===== src/rtl/mem_bus_arbiter.sv =====
// rtl/mem_bus_arbiter.sv - two-master round-robin arbiter with watchdog for the native memory bus
module mem_bus_arbiter #(
  parameter int ADDR_W  = 32,
  parameter int DATA_W  = 32,
  parameter int TIMEOUT = 255
) (
  input  logic                clk,
  input  logic                rst,
  input  logic                m0_valid,
  output logic                m0_ready,
  input  logic [ADDR_W-1:0]   m0_addr,
  input  logic [DATA_W-1:0]   m0_wdata,
  input  logic [DATA_W/8-1:0] m0_wstrb,
  output logic [DATA_W-1:0]   m0_rdata,
  input  logic                m1_valid,
  output logic                m1_ready,
  input  logic [ADDR_W-1:0]   m1_addr,
  input  logic [DATA_W-1:0]   m1_wdata,
  input  logic [DATA_W/8-1:0] m1_wstrb,
  output logic [DATA_W-1:0]   m1_rdata,
  output logic                s_valid,
  input  logic                s_ready,
  output logic [ADDR_W-1:0]   s_addr,
  output logic [DATA_W-1:0]   s_wdata,
  output logic [DATA_W/8-1:0] s_wstrb,
  input  logic [DATA_W-1:0]   s_rdata,
  output logic                fault,
  output logic                fault_master
);

  typedef enum logic [1:0] {
    S_IDLE    = 2'd0,
    S_BUSY    = 2'd1,
    S_RELEASE = 2'd2
  } state_t;

  localparam logic [15:0] TIMER_LAST = 16'(TIMEOUT - 1);

  state_t             state, state_nxt;
  logic               owner, owner_nxt;
  logic               last_grant, last_grant_nxt;
  logic [15:0]        timer, timer_nxt;
  logic               owner_valid;
  logic               grant;
  logic               done;
  logic [DATA_W-1:0]  done_rdata;

  assign owner_valid = owner ? m1_valid : m0_valid;

  // State, ownership and watchdog registers
  always_ff @(posedge clk) begin
    if (rst) begin
      state      <= S_IDLE;
      owner      <= 1'b0;
      last_grant <= 1'b1;
      timer      <= 16'd0;
    end else begin
      state      <= state_nxt;
      owner      <= owner_nxt;
      last_grant <= last_grant_nxt;
      timer      <= timer_nxt;
    end
  end

  // Sticky record of which master suffered the most recent timeout
  always_ff @(posedge clk) begin
    if (rst) begin
      fault_master <= 1'b0;
    end else if (fault) begin
      fault_master <= owner;
    end
  end

  // Next-state, grant selection, slave mux and completion routing
  always_comb begin
    state_nxt      = state;
    owner_nxt      = owner;
    last_grant_nxt = last_grant;
    timer_nxt      = timer;
    grant          = 1'b0;
    done           = 1'b0;
    done_rdata     = '0;
    fault          = 1'b0;
    s_valid        = 1'b0;
    s_addr         = '0;
    s_wdata        = '0;
    s_wstrb        = '0;
    m0_ready       = 1'b0;
    m1_ready       = 1'b0;
    m0_rdata       = '0;
    m1_rdata       = '0;

    case (state)
      S_IDLE: begin
        if (m0_valid || m1_valid) begin
          // On a tie the master that did not win last time gets the bus
          grant          = (m0_valid && m1_valid) ? ~last_grant : m1_valid;
          owner_nxt      = grant;
          last_grant_nxt = grant;
          timer_nxt      = 16'd0;
          state_nxt      = S_BUSY;
        end
      end
      S_BUSY: begin
        s_valid = 1'b1;
        s_addr  = owner ? m1_addr  : m0_addr;
        s_wdata = owner ? m1_wdata : m0_wdata;
        s_wstrb = owner ? m1_wstrb : m0_wstrb;
        if (!owner_valid) begin
          // Owner abandoned the request: end it quietly
          state_nxt = S_RELEASE;
        end else if (s_ready) begin
          // A real response beats a coincident timeout
          done       = 1'b1;
          done_rdata = s_rdata;
          state_nxt  = S_RELEASE;
        end else if (timer == TIMER_LAST) begin
          done      = 1'b1;
          fault     = 1'b1;
          state_nxt = S_RELEASE;
        end else begin
          timer_nxt = timer + 16'd1;
        end
      end
      S_RELEASE: begin
        state_nxt = S_IDLE;
      end
      default: begin
        state_nxt = S_IDLE;
      end
    endcase

    if (done) begin
      if (owner) begin
        m1_ready = 1'b1;
        m1_rdata = done_rdata;
      end else begin
        m0_ready = 1'b1;
        m0_rdata = done_rdata;
      end
    end
  end

endmodule


===== config.mk =====
export PLATFORM = sky130hd
export DESIGN_NAME = mem_bus_arbiter
export DESIGN_NICKNAME = d
export VERILOG_FILES = /design/src/rtl/mem_bus_arbiter.sv
export SDC_FILE = /design/constraint.sdc
export NUM_CORES = 1
export LEC_CHECK = 0
export ABC_AREA = 1
export CORE_AREA = 8 8 115 117
export DETAILED_ROUTE_END_ITERATION = 7
export DIE_AREA = 0 0 123 125
export GPL_TIMING_DRIVEN = 0
export PLACE_DENSITY = 0.83
export SLEW_MARGIN = 20
export SYNTH_ARGS = -nofsm -noshare
export SYNTH_HDL_FRONTEND = slang
export SYNTH_SLANG_ARGS = --single-unit

===== constraint.sdc =====
create_clock -name clk -period 3.5 [get_ports clk]
set_input_delay 0.875 -clock clk [delete_from_list [all_inputs] [get_ports clk]]
set_output_delay 0.875 -clock clk [all_outputs]
set_load 0.01 [all_outputs]

==> reports/qor.csv, run 1 <==
stage;metric;value;unit
cells_and_area;fillerInstances;1105;
sta;fin_setup_tns;0;ns
job;drv_cap;0;
routing;wl_per_cell;17.88;µm
synth;avgSynthCellArea;5.169;µm²
sta;hold_violations;0;
cells_and_area;area_delta_synth_final;121.5;%
global_route;grt_overflow_total;0;
die;rows;40;
run_status;status;finished clean;
clock_network;cts_tree;done;
synth;yosysWarnings;0;
sta;tightest_slew;0.5660;ns
clock_network;clkSinkCount;21;
routing;first_pass_iters;6;
clock_network;cts_root_buf;clkbuf_16;
synth;yosysMostFrequentCell;nand2_1;
synth;syn_inst;555;
sta;finClkSkew;0.001928;ns
die;dieArea;15380;µm²
synth;synth_xor_area_share;0.6106;%
routing;routed_via_density;4.742;
synth;synthesis.area;2869;µm²
routing;first_iter_violations;430;
power;power_density;188.6;nW/µm²
setup_path;crit_type;input pin to output port;
clock_network;clk_path_buf_depth;2;
global_route;grt_pass1_vias;4481;
routing;drc;0;
cells_and_area;utilization;54.74;%
synth;synthArstFlopShare;0;%
clock_network;clkLatencyLatePin;0.26;ns
synth;syn_nets;730;
sta;whs;0.4787;ns
setup_path;worst_ep_required_time;2.62;ns
sta;clock.fmax;293.0;MHz
routing;drt_wl_total;18150;µm
sta;rsz0062_at_grt;true;
power;ir_drop;151.2;µV
power;leakage;3.421;nW
sta;setup_viol;0;
power;p_total;1.199;mW
synth;synth_seq_cells;21;
die;die_y;125;µm
global_route;antenna_found_initial;0;
routing;final_antenna_net_count;0;
global_route;grt_first_pass_wirelength;26390;µm
synth;synth_top_family_by_area;simple AND/OR/NAND/NOR gates;
synth;synth-simple-area-share;52.77;%
die;coreArea;11610;µm²
setup_path;end_kind;output port;
clock_network;clk_pin_slew;0.06;ns
die;initial_utilization;24.71;%
synth;yosys.area.top_type;nand2_1;
setup_path;cp.arrival;2.54;ns
cells_and_area;n_antenna_cell;0;
sta;slew_violations;0;
synth;synth_flop_cell;dfxtp_1;
routing;routed-via-count;4813;
die;num_io_pins;310;
synth;ys_top_cells_by_count;nand2_1, a21oi_1, inv_1;
synth;ys_top_cells_by_area;nand2_1, dfxtp_1, a21oi_1;
clock_network;cts_buffers;3;
place;place_hpwl;15170;µm
synth;synthAdderAreaFrac;0.8722;%
die;die_x;123;µm
sta;max_slew_margin;62.27;%
sta;post-route-period-util;97.50;%
synth;synthDominantCellAreaShare;26.56;%
cells_and_area;layout.nets;1044;
place;io_buffers;309;
synth;synth.distinct_cells;29;
synth;synth_enable_flop_cells;0;
hold_path;hp-class;flip-flop to flip-flop;
global_route;grt_usage;21.75;%
synth;synth_compound_area_share;15.35;%
synth;synth.mux.area_fraction;0;%
setup_path;critical_path.max_fanout;10;
synth;synth_sequential_area_ratio;14.65;%
place;gp_congestion;0.8922;
cells_and_area;drive_above_1_share;6.567;%
clock_network;htreeDepth;1;
setup_path;crit_path_start_kind;input pin;
sta;min_period;3.413;ns
global_route;grt_max_degree;13;
placed cells by master, fill, tap and decap left out, types with 4 or more instances in the layout:
cell and instances:
a21oi_1 76, clkbuf_1 16, nor3_1 53, clkdlybuf4s50_1 253, clkbuf_2 4, inv_1 60, nor2_1 36, nor3_2 13
dlygate4sd2_1 10, buf_2 11, buf_6 5, dfxtp_1 21, dlymetal6s2s_1 46, nand3_1 21, nand2_1 203
worst max-delay path, stage by stage:
cell	delay (ns)
clkdlybuf4s50_1	0.46
inv_1	0.07
nor2_1	0.10
inv_1	0.06
buf_4	0.17
nor3_1	0.20
clkdlybuf4s50_1	0.60
timing repair:
| item | CTS | global route |
|---|---|---|
| setup endpoints to repair | 20 | 60 |
| gates resized for setup | 14 | 56 |
| buffers inserted | 0 | 0 |
| hold buffers | 0 | 0 |
| cloned | 0 | 0 |
| pin swaps | 0 | 0 |
cells by family after synthesis:
logic type                 count (synthesis)
xor gates and xnor gates                   2
DFF                                       21
AOI/OAI and AO/OA                         87
and+or+nand+nor                          340
buffers and inverters                    103
adders and majority gates                  2
layer usage:
metal | GRT usage (%) | vias up | routed length (µm)
met1 | 25.97 | 2193 | 7060
met4 | 3.827 | 0 | 334
met5 | 0 | - | 0
met2 | 38.94 | 208 | 9015
li1 | - | 2386 | -
met3 | 4.635 | 26 | 1742
sequential cells by signal (all words and copies together), names as in the netlist:
register	count
fault_master	1
state	2
timer	16
owner	1
last_grant	1
path summary, 6_finish.rpt:
kind	startpoint	to	slack, ns	cells after the start
max	s_ready	m1_rdata[1]	0.09	7
min	last_grant$_SDFFE_PP1P_	last_grant$_SDFFE_PP1P_	0.48	2
max reg2reg	timer[1]$_SDFFE_PP0P_	timer[12]$_SDFFE_PP0P_	1.82	8
min reg2reg	last_grant$_SDFFE_PP1P_	last_grant$_SDFFE_PP1P_	0.48	2
per-stage QoR:
| stage | setup WS [ns] | instance area [µm²] | instances |
|---|---|---|---|
| final | 0.08737 | 6356 | 1015 |
| after global routing | -0.003383 | 6356 | 1015 |
| after CTS | 0.0005342 | 6221 | 1015 |
| after detailed placement | -0.07723 | 6146 | 1011 |
| after global placement | -0.06116 | 6146 | 1011 |
| after floorplan | 1.001 | 2869 | 555 |
report_power, final:
part	switching (mW)	total, mW	internal [mW]
Combinational	0.335	0.703	0.368
Sequential	0.00306	0.247	0.244
Clock	0.0950	0.249	0.154
Total	0.433	1.20	0.766
area by class of cell:
cell class	instances	area, µm²	share of cell area, %
timing repair buffer	309	3196	50.28
multi-input combinational	431	2016	31.71
sequential	21	420.4	6.614
inverter	62	235.2	3.701
buffer	41	225.2	3.543
tap	147	183.9	2.894
clock buffer	3	75.07	1.181
clock inverter	1	5.005	0.07874
(Power assumes the default switching activity.)
==> run 2: changes to the inputs <==
CTS_CLUSTER_DIAMETER = 80   (was default)
==> results of run 2 <==
Final layout, timing and power as in run 1 (identical DEF).
==> run 3: changes to the inputs <==
ABC_AREA = default   (was 1)
PLACE_DENSITY = 0.8   (was 0.83)
==> run 3 against run 2 <==
  * Clock skew grew 0.0049 ns
  * Largest cell class unchanged
  * Via count down 17%
  * Routed wire length down 10%
  * Cell count decreased by 17%
  * Clock-buffer cell count did not move
  * Critical endpoint is now m1_rdata[3]
==> reports/qor.csv, run 3 <==
stage;metric;value;unit;change
clock_network;clk_path_buf_depth;2;;unchanged
sta;rsz0062_at_grt;false;;
sta;post-route-period-util;95.32;%;-2.2 points
sta;setup_viol;0;;unchanged
die;die_x;123;µm;unchanged
cells_and_area;top_regs;timer x16, state x2;;
routing;routed_via_density;4.726;;-0.34%
setup_path;rrSetupSlack;1.59;ns;-0.23 ns
die;die_y;125;µm;unchanged
setup_path;regToRegEndpoint;timer[4]$_SDFFE_PP0P_;;
synth;synthesis.area;2634;µm²;-8.2%
job;drv_cap;0;;unchanged
routing;drc;0;;unchanged
routing;routed-via-count;3979;;-17%
setup_path;r2r_start;timer[0]$_SDFFE_PP0P_;;
synth;synth_seq_cells;21;;unchanged
setup_path;crit_end;m1_rdata[3];;
run_status;status;finished clean;;
hold_path;hp-class;flip-flop to flip-flop;;
cells_and_area;fillerInstances;1108;;+0.27%
sta;min_period;3.336;ns;-0.07645 ns
place;place_hpwl;14340;µm;-5.5%
power;ir_drop;276.3;µV;+83%
cells_and_area;area_delta_synth_final;129.4;%;
place;placed_area;5911;µm²;-3.8%
synth;synth_flop_cell;dfxtp_1;;
setup_path;critical_path.max_fanout;10;;unchanged
setup_path;crit_path_start_kind;input pin;;
sta;tightest_slew;0.8811;ns;+0.3151 ns
cells_and_area;largest-register;timer;;
clock_network;cts_root_buf;clkbuf_16;;
global_route;grt_usage;20.32;%;-1.4 points
clock_network;cts_buffers;3;;unchanged
sta;max_slew_margin;41.26;%;-21 points
synth;synthArstFlopShare;0;%;unchanged
place;gp_congestion;0.8826;;-1.1%
routing;final_antenna_net_count;0;;unchanged
power;power_density;184.7;nW/µm²;-2.1%
setup_path;worst_ep_required_time;2.62;ns;about the same
global_route;grt_first_pass_wirelength;24440;µm;-7.4%
die;initial_utilization;22.68;%;-2.0 points
cells_and_area;most-common-layout-cells;clkdlybuf4s50_1, nor2_1, mux2i_1;;
clock_network;clkLatencyLatePin;0.26;ns;about the same
synth;ys_top_cells_by_area;mux2i_1, dfxtp_1, and2_1;;
clock_network;clkSinkCount;21;;unchanged
setup_path;crit_type;input pin to output port;;
sta;slew_violations;0;;unchanged
global_route;grt_overflow_total;0;;unchanged
routing;first_iter_violations;221;;-49%
cells_and_area;largest_reg_flops;16;;unchanged
routing;first_pass_iters;4;;-2
cells_and_area;layout.nets;870;;-17%
routing;wl_per_cell;19.33;µm;+8.1%
power;leakage;2.242;nW;-34%
setup_path;reg2reg_depth;6;;-2
cells_and_area;layout_commonest_cell;clkdlybuf4s50_1;;
synth;ys_top_cells_by_count;nor2_1, mux2i_1, and2_1;;
cells_and_area;final_cell_area;6042;µm²;-4.9%
clock_network;clk_pin_slew;0.06;ns;about the same
synth;syn_inst;380;;-32%
synth;synth_enable_flop_cells;0;;unchanged
synth;synth_sequential_area_ratio;15.96;%;+1.3 points
power;p_total;1.116;mW;-6.9%
die;rows;40;;unchanged
sta;finClkSkew;0.006843;ns;+0.004915 ns
setup_path;end_kind;output port;;
synth;synth.distinct_cells;38;;+31%
cells_and_area;utilization;52.04;%;-2.7 points
global_route;grt_max_degree;13;;unchanged
routing;drt_wl_total;16280;µm;-10%
sta;hold_violations;0;;unchanged
cells_and_area;drive_above_1_share;5.187;%;-1.4 points
synth;yosysMostFrequentCell;nor2_1;;
hold_path;min_from;timer[7]$_SDFFE_PP0P_;;
die;dieArea;15380;µm²;unchanged
sta;clock.fmax;299.7;MHz;+2.3%
die;num_io_pins;310;;unchanged
synth;synthDominantCellAreaShare;25.84;%;-0.72 points
place;io_buffers;309;;unchanged
synth;yosys.area.top_type;mux2i_1;;
die;coreArea;11610;µm²;unchanged
clock_network;cts_tree;done;;
clock_network;htreeDepth;1;;unchanged
setup_path;cp.arrival;2.46;ns;-0.08 ns
setup_path;crit_path_start;s_ready;;
synth;yosysWarnings;0;;unchanged
synth;syn_nets;555;;-24%
global_route;grt_pass1_vias;4236;;-5.5%
synth;avgSynthCellArea;6.931;µm²;+34%
global_route;antenna_found_initial;1;;+1
-- run 3: changes by cell type after synthesis, sizes merged, moves of 7 or more --
cell    previous run  this run
a21oi             79        14
and2               0        64
clkbuf            21        10
inv               62         6
mux2i              0        68
nand2            208        11
nand3             23         9
nand4              2         9
nor2              40        85
nor3              66         3
o21ai              6        26
-- run 3: final cells by class --
cell class	instances	area, µm²	area share [%]
multi-input combinational	323	2086	34.52
inverter	6	22.52	0.3727
sequential	21	420.4	6.958
timing repair buffer	310	3093	51.19
antenna	1	2.502	0.04142
tap	147	183.9	3.044
buffer	30	153.9	2.547
clock buffer	3	75.07	1.242
clock inverter	1	5.005	0.08283
-- run 3: through the flow --
step	setup slack, ns	hold WS (ns)	setup TNS, ns	cells
after floorplan	1.086	0.4404	0	380
after global placement	-0.3541	0.4613	-15.99	836
after detailed placement	-0.3864	0.4655	-18.67	836
after CTS	-0.005499	0.4766	-0.009833	841
after global routing	0.01335	0.5108	0	842
final	0.1638	0.4777	0	842
-- run 3: what timing repair did --
item / in CTS / in global routing
hold buffers: 0 / 0
pin swaps: 2 / 1
resized for setup: 25 / 5
gates cloned: 0 / 0
setup buffers: 1 / 0
endpoints found under the setup margin: 62 / 34
-- run 3: power breakdown --
group / internal [mW] / switching [mW] / leakage [nW]
combinational: 0.373 / 0.251 / 2.03
sequential: 0.243 / 0.00378 / 0.170
clock: 0.154 / 0.0904 / 0.0409
total: 0.770 / 0.346 / 2.24
-- run 3: critical path, stage by stage --
cell,delay (ns)
dlygate4sd2_1,0.31
nand2_2,0.13
nor2_4,0.19
clkbuf_4,0.22
and2_1,0.19
clkdlybuf4s50_1,0.56
-- run 3: per-layer routing --
metal  up-vias  GRT usage (%)  part of all wire, %
met1      1860          20.31                   35
met3        24          5.401                  7.1
li1       1939              -                    -
met4         0          5.882                  2.8
met2       156          39.33                   55
met5         -              0                    0
-- run 3: cells by family (layout without fill, tap and decap cells) --
| group | count (synthesis) | in the layout | synth area share (%) |
|---|---|---|---|
| AOI/OAI and AO/OA | 54 | 54 | 12.02 |
| adders and majority gates | 2 | 2 | 0.9500 |
| buffers and inverters | 36 | 350 | 5.891 |
| DFF | 21 | 21 | 15.96 |
| muxes | 68 | 68 | 25.84 |
| other | 0 | 1 | 0 |
| and+or+nand+nor | 199 | 199 | 39.34 |
-- run 3: worst min-delay path by stage --
stage / slack (ns) / endpoint / cells past startpoint
after floorplan: 0.44 / timer[7]$_SDFFE_PP0P_ / 1
after global placement: 0.46 / timer[7]$_SDFFE_PP0P_ / 1
after detailed placement: 0.47 / timer[7]$_SDFFE_PP0P_ / 1
after CTS: 0.48 / timer[7]$_SDFFE_PP0P_ / 1
after global routing: 0.51 / timer[7]$_SDFFE_PP0P_ / 1
final: 0.48 / timer[7]$_SDFFE_PP0P_ / 1
